**src/rtl/puf_ctrl_pkg.sv**
```systemverilog
// -----------------------------------------------------------------------------
// puf_ctrl_pkg
// Shared definitions for the PUF request scheduler:
//   - sched_state_t : scheduler FSM states (IDLE, LOAD, RUN, RESP)
//   - CHAL_W        : PUF challenge width
//   - RESP_W        : PUF response width
//   - LOAD_CYC      : number of cycles the PUF core is held in reset in LOAD
// -----------------------------------------------------------------------------
package puf_ctrl_pkg;

   localparam int CHAL_W   = 16;
   localparam int RESP_W   = 128;
   localparam int LOAD_CYC = 2;

   typedef enum logic [1:0] {
      ST_IDLE = 2'd0,
      ST_LOAD = 2'd1,
      ST_RUN  = 2'd2,
      ST_RESP = 2'd3
   } sched_state_t;

endpackage

```
**src/rtl/puf_rr_arbiter.sv**
```systemverilog
// -----------------------------------------------------------------------------
// puf_rr_arbiter
// Combinational round-robin selector. The requester at i_ptr has the highest
// priority, then i_ptr+1, ... wrapping around modulo NUM_REQ.
// Ports:
//   i_req   [NUM_REQ-1:0] : request levels
//   i_ptr   [IDX_W-1:0]   : index holding highest priority
//   o_gnt   [NUM_REQ-1:0] : one-hot winner (all zero when no request)
//   o_idx   [IDX_W-1:0]   : binary index of the winner
//   o_valid               : at least one request present
// -----------------------------------------------------------------------------
module puf_rr_arbiter #(
   parameter  int NUM_REQ = 4,
   localparam int IDX_W   = $clog2(NUM_REQ)
) (
   input  logic [NUM_REQ-1:0] i_req,
   input  logic [IDX_W-1:0]   i_ptr,
   output logic [NUM_REQ-1:0] o_gnt,
   output logic [IDX_W-1:0]   o_idx,
   output logic               o_valid
);

   // Distance of each position from the pointer, measured upward with wrap.
   // The pending request with the smallest distance wins.
   logic [IDX_W:0] w_dist [NUM_REQ];

   genvar gi;
   generate
      for (gi = 0; gi < NUM_REQ; gi++) begin : g_dist
         localparam logic [IDX_W:0] POS = (IDX_W + 1)'(gi);
         assign w_dist[gi] = (POS >= {1'b0, i_ptr}) ?
                             (POS - {1'b0, i_ptr}) :
                             (POS + (IDX_W + 1)'(NUM_REQ) - {1'b0, i_ptr});
      end
   endgenerate

   always_comb begin
      logic [IDX_W:0] best;
      best    = '1;
      o_idx   = '0;
      o_valid = |i_req;
      for (int i = 0; i < NUM_REQ; i++) begin
         if (i_req[i] && (w_dist[i] < best)) begin
            best  = w_dist[i];
            o_idx = IDX_W'(i);
         end
      end
      o_gnt = o_valid ? (NUM_REQ'(1) << o_idx) : '0;
   end

endmodule

```
**src/rtl/puf_req_sched.sv**
```systemverilog
// -----------------------------------------------------------------------------
// puf_req_sched
// Shares one 128-bit PUF core among NUM_REQ requesters. A round-robin winner
// is granted in IDLE, its challenge is latched, the core is held in reset for
// two LOAD cycles, released in RUN until puf_done, and the captured response is
// offered on a valid/ready interface in RESP.
//
// Optional feature macro: PUF_SCHED_TIMEOUT_EN
//   defined   -> RUN aborts after TIMEOUT_CYC cycles without puf_done, issuing
//                a response with rsp_err=1 and rsp_data=0
//   undefined -> RUN waits indefinitely, rsp_err is constant 0
//
// Ports:
//   clk, rst            : clock, asynchronous active-high reset
//   req, req_chal       : request levels and packed per-requester challenges
//   gnt                 : one-cycle one-hot grant pulse
//   rsp_valid/ready     : response handshake
//   rsp_id/data/err     : served requester, captured response, timeout flag
//   puf_rst, puf_c      : PUF core reset and challenge
//   puf_done, puf_out   : PUF core completion flag and result
//   busy                : scheduler not in IDLE
// -----------------------------------------------------------------------------
module puf_req_sched
   import puf_ctrl_pkg::*;
#(
   parameter  int NUM_REQ     = 4,
   parameter  int TIMEOUT_CYC = 255,
   localparam int IDX_W       = $clog2(NUM_REQ)
) (
   input  logic                      clk,
   input  logic                      rst,
   input  logic [NUM_REQ-1:0]        req,
   input  logic [NUM_REQ*CHAL_W-1:0] req_chal,
   output logic [NUM_REQ-1:0]        gnt,
   output logic                      rsp_valid,
   input  logic                      rsp_ready,
   output logic [IDX_W-1:0]          rsp_id,
   output logic [RESP_W-1:0]         rsp_data,
   output logic                      rsp_err,
   output logic                      puf_rst,
   output logic [CHAL_W-1:0]         puf_c,
   input  logic                      puf_done,
   input  logic [RESP_W-1:0]         puf_out,
   output logic                      busy
);

   generate
      if (NUM_REQ < 2 || NUM_REQ > 8 || TIMEOUT_CYC < 1) begin : g_bad_cfg
         $error("puf_req_sched: NUM_REQ must be 2..8 and TIMEOUT_CYC >= 1");
      end
   endgenerate

   sched_state_t       r_state;
   sched_state_t       w_state_next;
   logic [1:0]         r_load_cnt;
   logic [IDX_W-1:0]   r_ptr;
   logic [IDX_W-1:0]   r_id;
   logic [CHAL_W-1:0]  r_chal;
   logic [RESP_W-1:0]  r_data;

   logic [NUM_REQ-1:0] w_arb_gnt;
   logic [IDX_W-1:0]   w_arb_idx;
   logic               w_arb_valid;
   logic [CHAL_W-1:0]  w_sel_chal;
   logic [CHAL_W-1:0]  w_chal_arr [NUM_REQ];

   logic               w_take;     // grant accepted this cycle
   logic               w_done_ok;  // core finished in RUN
   logic               w_tmo;      // RUN aborted by timeout
   logic               w_hs;       // response handshake
   logic               w_tmo_hit;
   logic               w_err;

   puf_rr_arbiter #(
      .NUM_REQ (NUM_REQ)
   ) u_arb (
      .i_req   (req),
      .i_ptr   (r_ptr),
      .o_gnt   (w_arb_gnt),
      .o_idx   (w_arb_idx),
      .o_valid (w_arb_valid)
   );

   genvar gi;
   generate
      for (gi = 0; gi < NUM_REQ; gi++) begin : g_chal
         assign w_chal_arr[gi] = req_chal[gi*CHAL_W +: CHAL_W];
      end
   endgenerate

   always_comb begin
      w_sel_chal = '0;
      for (int i = 0; i < NUM_REQ; i++) begin
         if (w_arb_gnt[i]) begin
            w_sel_chal = w_chal_arr[i];
         end
      end
   end

   // ---------------------------------------------------------------- FSM
   always_ff @(posedge clk or posedge rst) begin
      if (rst) begin
         r_state <= ST_IDLE;
      end else begin
         r_state <= w_state_next;
      end
   end

   always_comb begin
      w_state_next = r_state;
      w_take       = 1'b0;
      w_done_ok    = 1'b0;
      w_tmo        = 1'b0;
      w_hs         = 1'b0;
      case (r_state)
         ST_IDLE: begin
            if (w_arb_valid) begin
               w_take       = 1'b1;
               w_state_next = ST_LOAD;
            end
         end
         ST_LOAD: begin
            if (r_load_cnt == 2'(LOAD_CYC - 1)) begin
               w_state_next = ST_RUN;
            end
         end
         ST_RUN: begin
            // Completion wins over a timeout landing on the same cycle.
            if (puf_done) begin
               w_done_ok    = 1'b1;
               w_state_next = ST_RESP;
            end else if (w_tmo_hit) begin
               w_tmo        = 1'b1;
               w_state_next = ST_RESP;
            end
         end
         ST_RESP: begin
            if (rsp_ready) begin
               w_hs         = 1'b1;
               w_state_next = ST_IDLE;
            end
         end
         default: w_state_next = ST_IDLE;
      endcase
   end

   // LOAD cycle counter, cleared whenever the FSM is elsewhere.
   always_ff @(posedge clk or posedge rst) begin
      if (rst) begin
         r_load_cnt <= '0;
      end else if (r_state == ST_LOAD) begin
         r_load_cnt <= r_load_cnt + 2'd1;
      end else begin
         r_load_cnt <= '0;
      end
   end

   // ---------------------------------------------------------- datapath
   always_ff @(posedge clk or posedge rst) begin
      if (rst) begin
         r_chal <= '0;
         r_id   <= '0;
         r_data <= '0;
         r_ptr  <= '0;
      end else begin
         if (w_take) begin
            r_chal <= w_sel_chal;
            r_id   <= w_arb_idx;
         end
         if (w_done_ok) begin
            r_data <= puf_out;
         end else if (w_tmo) begin
            r_data <= '0;
         end
         if (w_hs) begin
            r_ptr <= (r_id == IDX_W'(NUM_REQ - 1)) ? '0 : (r_id + IDX_W'(1));
         end
      end
   end

`ifdef PUF_SCHED_TIMEOUT_EN
   localparam int TMO_W = $clog2(TIMEOUT_CYC + 1);

   logic [TMO_W-1:0] r_tmo_cnt;
   logic             r_err;

   // r_tmo_cnt holds (RUN cycle number - 1); the limit is hit on the
   // TIMEOUT_CYC-th RUN cycle.
   always_ff @(posedge clk or posedge rst) begin
      if (rst) begin
         r_tmo_cnt <= '0;
         r_err     <= 1'b0;
      end else begin
         if (r_state == ST_RUN) begin
            r_tmo_cnt <= r_tmo_cnt + TMO_W'(1);
         end else begin
            r_tmo_cnt <= '0;
         end
         if (w_done_ok) begin
            r_err <= 1'b0;
         end else if (w_tmo) begin
            r_err <= 1'b1;
         end
      end
   end

   assign w_tmo_hit = (r_tmo_cnt == TMO_W'(TIMEOUT_CYC - 1));
   assign w_err     = r_err;
`else
   assign w_tmo_hit = 1'b0;
   assign w_err     = 1'b0;
`endif

   // ----------------------------------------------------------- outputs
   // gnt is masked by rst so that no grant is visible while reset is held.
   assign gnt       = ((r_state == ST_IDLE) && !rst) ? w_arb_gnt : '0;
   assign rsp_valid = (r_state == ST_RESP);
   assign busy      = (r_state != ST_IDLE);
   assign rsp_id    = r_id;
   assign rsp_data  = r_data;
   assign rsp_err   = w_err;
   assign puf_c     = r_chal;
   // Core runs in RUN and stays released in a normal RESP so its output is
   // undisturbed; an aborted (timeout) response keeps the core in reset.
   assign puf_rst   = !((r_state == ST_RUN) || ((r_state == ST_RESP) && !w_err));

endmodule

```
**config.mk**
```make
export PLATFORM = sky130hd
export DESIGN_NAME = puf_req_sched
export DESIGN_NICKNAME = d
export VERILOG_FILES = /design/src/rtl/puf_ctrl_pkg.sv /design/src/rtl/puf_rr_arbiter.sv /design/src/rtl/puf_req_sched.sv
export SDC_FILE = /design/constraint.sdc
export NUM_CORES = 1
export LEC_CHECK = 0
export ABC_AREA = 1
export CORE_AREA = 2 2 137 139
export CTS_CLUSTER_SIZE = 12
export DETAILED_ROUTE_END_ITERATION = 16
export DIE_AREA = 0 0 139 141
export GPL_TIMING_DRIVEN = 0
export PLACE_DENSITY = 0.8
export SLEW_MARGIN = 20
export SYNTH_ARGS = -nofsm -noshare
export SYNTH_HDL_FRONTEND = slang
export SYNTH_HIERARCHICAL = 1
export SYNTH_SLANG_ARGS = --single-unit
```
**constraint.sdc**
```tcl
create_clock -name clk -period 21.1 [get_ports clk]
set_clock_uncertainty 0.15 [all_clocks]
set_input_delay 6.33 -clock clk [delete_from_list [all_inputs] [get_ports clk]]
set_output_delay 6.33 -clock clk [all_outputs]
set_load 0.01 [all_outputs]
```
==> results of run 1 <==
-- state kept, by name (all words and copies together) (netlist names) --
| register | count |
|---|---|
| rsp_data | 128 |
| puf_c | 16 |
| r_load_cnt | 2 |
| r_ptr | 2 |
| r_state | 2 |
| rsp_id | 2 |
-- metrics by stage --
stage	std cells	cell area, µm²	total power [W]	hold WS (ps)
floorplan	593	7350	0.00106	257
global placement	1179	11200	0.00148	269
detailed placement	1180	11200	0.00150	287
CTS	1211	11800	0.00183	296
global route	1211	11800	0.00193	354
finish	1211	11800	0.00182	288
-- report_power, final --
group	switching, W	internal, W	total [W]
combinational	0.000395	0.000577	0.000972
sequential	0.0000857	0.000441	0.000527
clock	0.000126	0.000191	0.000317
total	0.000606	0.00121	0.00182
-- cell type report --
cell class	count	area share [%]
plain buffers	29	2.82
clock buffers	19	3.75
clock inverters	12	1.42
inverters	28	0.953
multi-input cells	384	26.3
flip-flops and latches	152	32.2
well taps	234	2.48
repair buffers	353	30.1
-- layer usage --
layer / vias to the layer above / track usage [%] / wire [µm]
met5: - / 0 / 0
met2: 219 / 37.1 / 10700
met4: 0 / 7.18 / 476
li1: 2688 / - / -
met1: 2771 / 27.0 / 8910
met3: 32 / 5.23 / 985
-- layout by cell type (no fill, tap or decap), drive strengths merged --
| cell type | synthesis | layout |
|---|---|---|
| buf | 26 | 27 |
| nand3 | 25 | 25 |
| o31ai | 1 | 1 |
| bufinv | 0 | 3 |
| a211oi | 1 | 1 |
| nand2 | 144 | 144 |
| clkdlybuf4s50 | 0 | 352 |
| a21oi | 16 | 16 |
| nor2 | 45 | 45 |
| inv | 26 | 30 |
| or2 | 1 | 1 |
| dfrtp | 152 | 152 |
| clkinv | 2 | 4 |
| clkinvlp | 0 | 3 |
| mux2 | 131 | 131 |
| clkbuf | 3 | 22 |
| o21ai | 5 | 5 |
| conb | 1 | 1 |
| ha | 14 | 14 |
-- worst max path at each step --
stage               endpoint  startpoint  depth (start not counted)
finish                gnt[2]      req[0]                         22
global route          gnt[2]      req[0]                         22
CTS                   gnt[2]      req[0]                         22
detailed placement    gnt[2]      req[0]                         22
global placement      gnt[3]         rst                          5
floorplan             gnt[0]         rst                          3
-- logic make-up (layout without fill, tap and decap cells) --
group                      count (synthesis)  after routing  synth area share [%]
buffers and inverters                     57            441                  5.96
AOI/OAI and AO/OA                         23             23                  1.63
muxes                                    131            131                  26.2
DFF                                      152            152                  51.7
adders and majority gates                 14             14                  2.38
and+or+nand+nor                          215            215                  12.0
other                                      1              1                0.0510
==> flow_metrics.tcl, run 1 <==
set metrics [dict create \
    postCtsSetupBuffers 0 \
    crit_top_cell "ha_1" \
    die_y_um 141 \
    cp_max_fo 10 \
    start_kind "input port" \
    wl_per_cell_um 17.4 \
    drive_above_1_share_pct 20.7 \
    finalMaxSlewViolations 0 \
    worstHoldEndpoint "r_load_cnt[0]" \
    crit_path_end_kind "output pin" \
    num_rows 50 \
    final_core_util_pct 64.7 \
    whs_path_depth 1 \
    detail-route-antenna-nets 0 \
    syn_nets 807 \
    io_pins 354 \
    p_leak_nw 5.68 \
    max_stage_delay_ps 580 \
    holdCritStartpoint "r_load_cnt[0]" \
    cts-resized-gates 0 \
    setup_tns_ps 0 \
    post-place-ws_ps 3940 \
    cts_sinks 152 \
    path_clk_slew_ps 60 \
    wirelength_um 21100 \
    holdBufCountCts 0 \
    final-seq-area_um2 3800 \
    clk_path_buf_depth 2 \
    track_usage_pct 21.6 \
    htree_levels 4 \
    yosysTopAreaCell "dfrtp_1" \
    syn2layout_area_growth_pct 60.7 \
    synth_top_area_share_pct 51.7 \
    synth_area_leaders "dfrtp_1, mux2_4, nand2_1" \
    ys_ff_latch 152 \
    reg2regPathDepth 27 \
    cp_top_family "buffers and inverters" \
    gp_congestion 0.868 \
    overflow 0 \
    post-route-period-util_pct 81.3 \
    dp.final_hpwl_um 16200 \
    synth-seq-area-share_pct 51.7 \
    dr.pass1.iters 4 \
    synthTopCellsByCount "dfrtp_1, nand2_1, mux2_4" \
    finalCriticalPeriod_ps 17150 \
    finalNetCount 1179 \
    dieArea_um2 19600 \
    antenna_cells 0 \
    r2r_start "r_ptr[1]" \
    r2r_end "puf_c[5]" \
    path_class "input port to output pin" \
    status "complete, no violations" \
    rsz0062_at_grt "no" \
    drt_drc_violations_left 0 \
    peakVddDrop_mv 0.109 \
    hold_viol 0 \
    die_width_um 139 \
    cts_tree "built" \
    grt_max_degree 96 \
    syn_area_per_cell_um2 12.4 \
    cp_num_buf_inv 7 \
    reg2reg_slack_ps 16650 \
    synth_area_um2 7350 \
    portBuffers 352 \
    clk_latency_ps 420 \
    cts_buffers 17 \
    vias 5710 \
    antenna_found_initial 0 \
    hold_class "register to register" \
    fmax_ghz 0.0583 \
    crit_chain "clkdlybuf4s50_1 > ha_1 > inv_1 > nor2_1 > nand2_1 > nand2_2 > o21ai_0 > ha_1 > a211oi_1 > nand2_4 > nand2_1 > o21ai_0 > ha_1 > nand3_2 > nand3_2 > nand3_1 > inv_1 > buf_2 > clkinv_1 > buf_2 > nor2_1 > clkdlybuf4s50_1" \
    netlist_instances 593 \
    yosysMostFrequentCell "dfrtp_1" \
    synth-edff-count 0 \
    timing.final.ws_setup_ps 3950 \
    fill_cells 1401 \
    synth_ff_type "dfrtp_1" \
    worstPathRequired_ps 14620 \
    first_iter_violations 209 \
    power_density_nw_per_um2 154 \
    drv_cap 0 \
    async_flop_share_pct 100 \
    yosysUniqueCellTypes 25 \
    core_area_um2 18300 \
    yosys_warnings 6 \
    root_buffer "clkbuf_16" \
    avgViaCountPerCell 4.72 \
    setup_viol 0 \
    cp_slowest_cell "clkdlybuf4s50_1" \
    arrival_ps 10670 \
    first_global_vias 5748 \
    start_util_pct 40.2 \
    grt_pass1_wl_um 32900 \
    multi_input_area_um2 3110 \
]
No activity file was read; power rests on OpenSTA's default activity.
==> inputs of run 2 (changes only) <==
--- a/config.mk
+++ b/config.mk
@@ -6,12 +6,12 @@
 export NUM_CORES = 1
 export LEC_CHECK = 0
 export ABC_AREA = 1
-export CORE_AREA = 2 2 137 139
+export CORE_MARGIN = 2
+export CORE_UTILIZATION = 41
 export CTS_CLUSTER_SIZE = 12
 export DETAILED_ROUTE_END_ITERATION = 16
-export DIE_AREA = 0 0 139 141
 export GPL_TIMING_DRIVEN = 0
-export PLACE_DENSITY = 0.8
+export PLACE_DENSITY = 0.81
 export SLEW_MARGIN = 20
 export SYNTH_ARGS = -nofsm -noshare
 export SYNTH_HDL_FRONTEND = slang
==> constraint.sdc (replaced) <==
create_clock -name clk -period 17.65 [get_ports clk]
set_clock_uncertainty 0.15 [all_clocks]
set_input_delay 5.295 -clock clk [delete_from_list [all_inputs] [get_ports clk]]
set_output_delay 5.295 -clock clk [all_outputs]
set_load 0.01 [all_outputs]
==> run 2 against run 1 <==
  * Clock-buffer cell count down 1
  * Wire length up 5.0%
  * Power up 19%
  * Non-clock buffer count unchanged
  * First-iteration DRC count up 22%
  * Largest cell class unchanged
  * Combinational power up 20%
  * Flip-flop and latch count unchanged
  * Global-route usage up 1.2 points
==> flow_metrics.tcl, run 2 (synthesis gave the netlist of run 1 again) <==
set metrics [dict create \
    status "complete, no violations" \
    antenna_found_initial 0 \
    setup_tns_ps 0 \
    whs_path_depth 1 \
    die_y_um 138 \
    io_pins 354 \
    power_density_nw_per_um2 184 \
    track_usage_pct 22.8 \
    grt_pass1_wl_um 32600 \
    drv_cap 0 \
    wirelength_um 22100 \
    dieArea_um2 19000 \
    gp_congestion 0.943 \
    portBuffers 352 \
    start_kind "input port" \
    postCtsSetupBuffers 0 \
    clk_path_buf_depth 2 \
    detail-route-antenna-nets 0 \
    max_stage_delay_ps 580 \
    final_cell_mix "clkdlybuf4s50_1, dfrtp_1, nand2_1" \
    setup_viol 0 \
    path_class "input port to output pin" \
    path_clk_slew_ps 60 \
    post-route-period-util_pct 85.6 \
    root_buffer "clkbuf_16" \
    p_leak_nw 5.67 \
    vias 5719 \
    core_area_um2 17400 \
    overflow 0 \
    clk_latency_ps 420 \
    dp.final_hpwl_um 16800 \
    die_width_um 138 \
    finalCriticalPeriod_ps 15110 \
    worstPathRequired_ps 12200 \
    cp_max_fo 10 \
    holdBufCountCts 0 \
    reg2regPathDepth 27 \
    finalMaxSlewViolations 0 \
    hold_viol 0 \
    crit_chain "clkdlybuf4s50_1 > ha_1 > inv_1 > nor2_1 > nand2_1 > nand2_2 > o21ai_0 > ha_1 > a211oi_1 > nand2_4 > nand2_1 > o21ai_0 > ha_1 > nand3_2 > nand3_2 > nand3_1 > inv_1 > buf_2 > clkinv_1 > buf_2 > nor2_1 > clkdlybuf4s50_1" \
    crit_path_end_kind "output pin" \
    avgViaCountPerCell 4.75 \
    num_rows 48 \
    first_iter_violations 256 \
    fmax_ghz 0.0662 \
    start_util_pct 42.2 \
    cts_sinks 152 \
    largest_reg_flops 128 \
    wl_per_cell_um 18.4 \
    drive_above_1_share_pct 20.9 \
    dr.pass1.iters 4 \
    tightestPinTransition_ps 672 \
    hold_class "register to register" \
    arrival_ps 9660 \
    grt_max_degree 98 \
    rsz0062_at_grt "no" \
    antenna_cells 0 \
    slew_headroom_pct 55.2 \
    cp_slowest_cell "clkdlybuf4s50_1" \
    cts_tree "built" \
    drt_drc_violations_left 0 \
    mostFrequentLayoutCell "clkdlybuf4s50_1" \
    first_global_vias 5874 \
    finalNetCount 1179 \
    peakVddDrop_mv 0.119 \
    cts_buffers 17 \
    cts-resized-gates 0 \
    htree_levels 4 \
    crit_top_cell "ha_1" \
    syn2layout_area_growth_pct 60.1 \
    timing.hold.ws_ps 277 \
]
## run 2: changes by cell type in the layout (fill, tap and decap cells not counted)
cell / previous run / this run
clkinv_8: 0 / 1
inv_8: 2 / 3
clkinv_4: 2 / 3
clkinvlp_4: 3 / 2
inv_6: 3 / 2
clkinv_2: 0 / 3
clkbuf_1: 4 / 3
bufinv_16: 3 / 1
## run 2: worst paths after layout
path | start | end | slack, ps
hold / removal | r_load_cnt[0] | r_load_cnt[0] | 280
max in group asynchronous | rst | rsp_data[24] | 11360
min in group asynchronous | rst | rsp_data[4] | 5250
setup reg to reg | r_ptr[1] | puf_c[5] | 13170
hold reg to reg | r_load_cnt[0] | r_load_cnt[0] | 280
setup / recovery | req[0] | gnt[2] | 2540
## run 2: where the power goes
part	internal, W	switching, W
Sequential	0.000528	0.000104
Combinational	0.000690	0.000482
Clock	0.000202	0.000157
Total	0.00142	0.000743
## run 2: stage by stage
stage                     std cells  area (µm²)  power [W]  setup slack [ps]  utilization (%)
final                          1203       11800    0.00216              2540             67.6
after global placement         1170       11200    0.00177               227             64.1
after detailed placement       1171       11200    0.00180              2540             64.3
after CTS                      1203       11800    0.00218              2530             67.6
after floorplan                 593        7350    0.00127              2970                -
after global routing           1203       11800    0.00230              2150             67.6
## run 2: final cells by class
cell class                 count  area, µm²
clock inverter                14        143
clock buffer                  18        439
sequential                   152       3800
fill                        1309       5640
multi-input combinational    384       3110
tap                          225        282
buffer                        29        333
inverter                      28        113
timing repair buffer         353       3550
## run 2: worst max-delay path, delay by kind of cell
family / cells / cell delay [ps]
AO/OA/AOI/OAI: 3 / 820
adder cells (fa/ha/maj): 3 / 860
buffers and inverters: 7 / 1900
AND/OR/NAND/NOR: 9 / 810
## run 2: routing by layer
| metal | track usage [%] | share of wire, % | up-vias |
|---|---|---|---|
| met2 | 39.4 | 51 | 214 |
| met1 | 26.7 | 38 | 2771 |
| met5 | 0 | 0 | - |
| met3 | 6.40 | 7.8 | 43 |
| met4 | 9.41 | 3.4 | 0 |
| li1 | - | - | 2691 |
==> inputs of run 3 (changes only) <==
--- a/config.mk
+++ b/config.mk
@@ -6,6 +6,7 @@
 export NUM_CORES = 1
 export LEC_CHECK = 0
 export ABC_AREA = 1
+export CAP_MARGIN = 20
 export CORE_MARGIN = 2
 export CORE_UTILIZATION = 41
 export CTS_CLUSTER_SIZE = 12
==> results of run 3 <==
Final layout, timing and power as in run 2 (identical DEF).
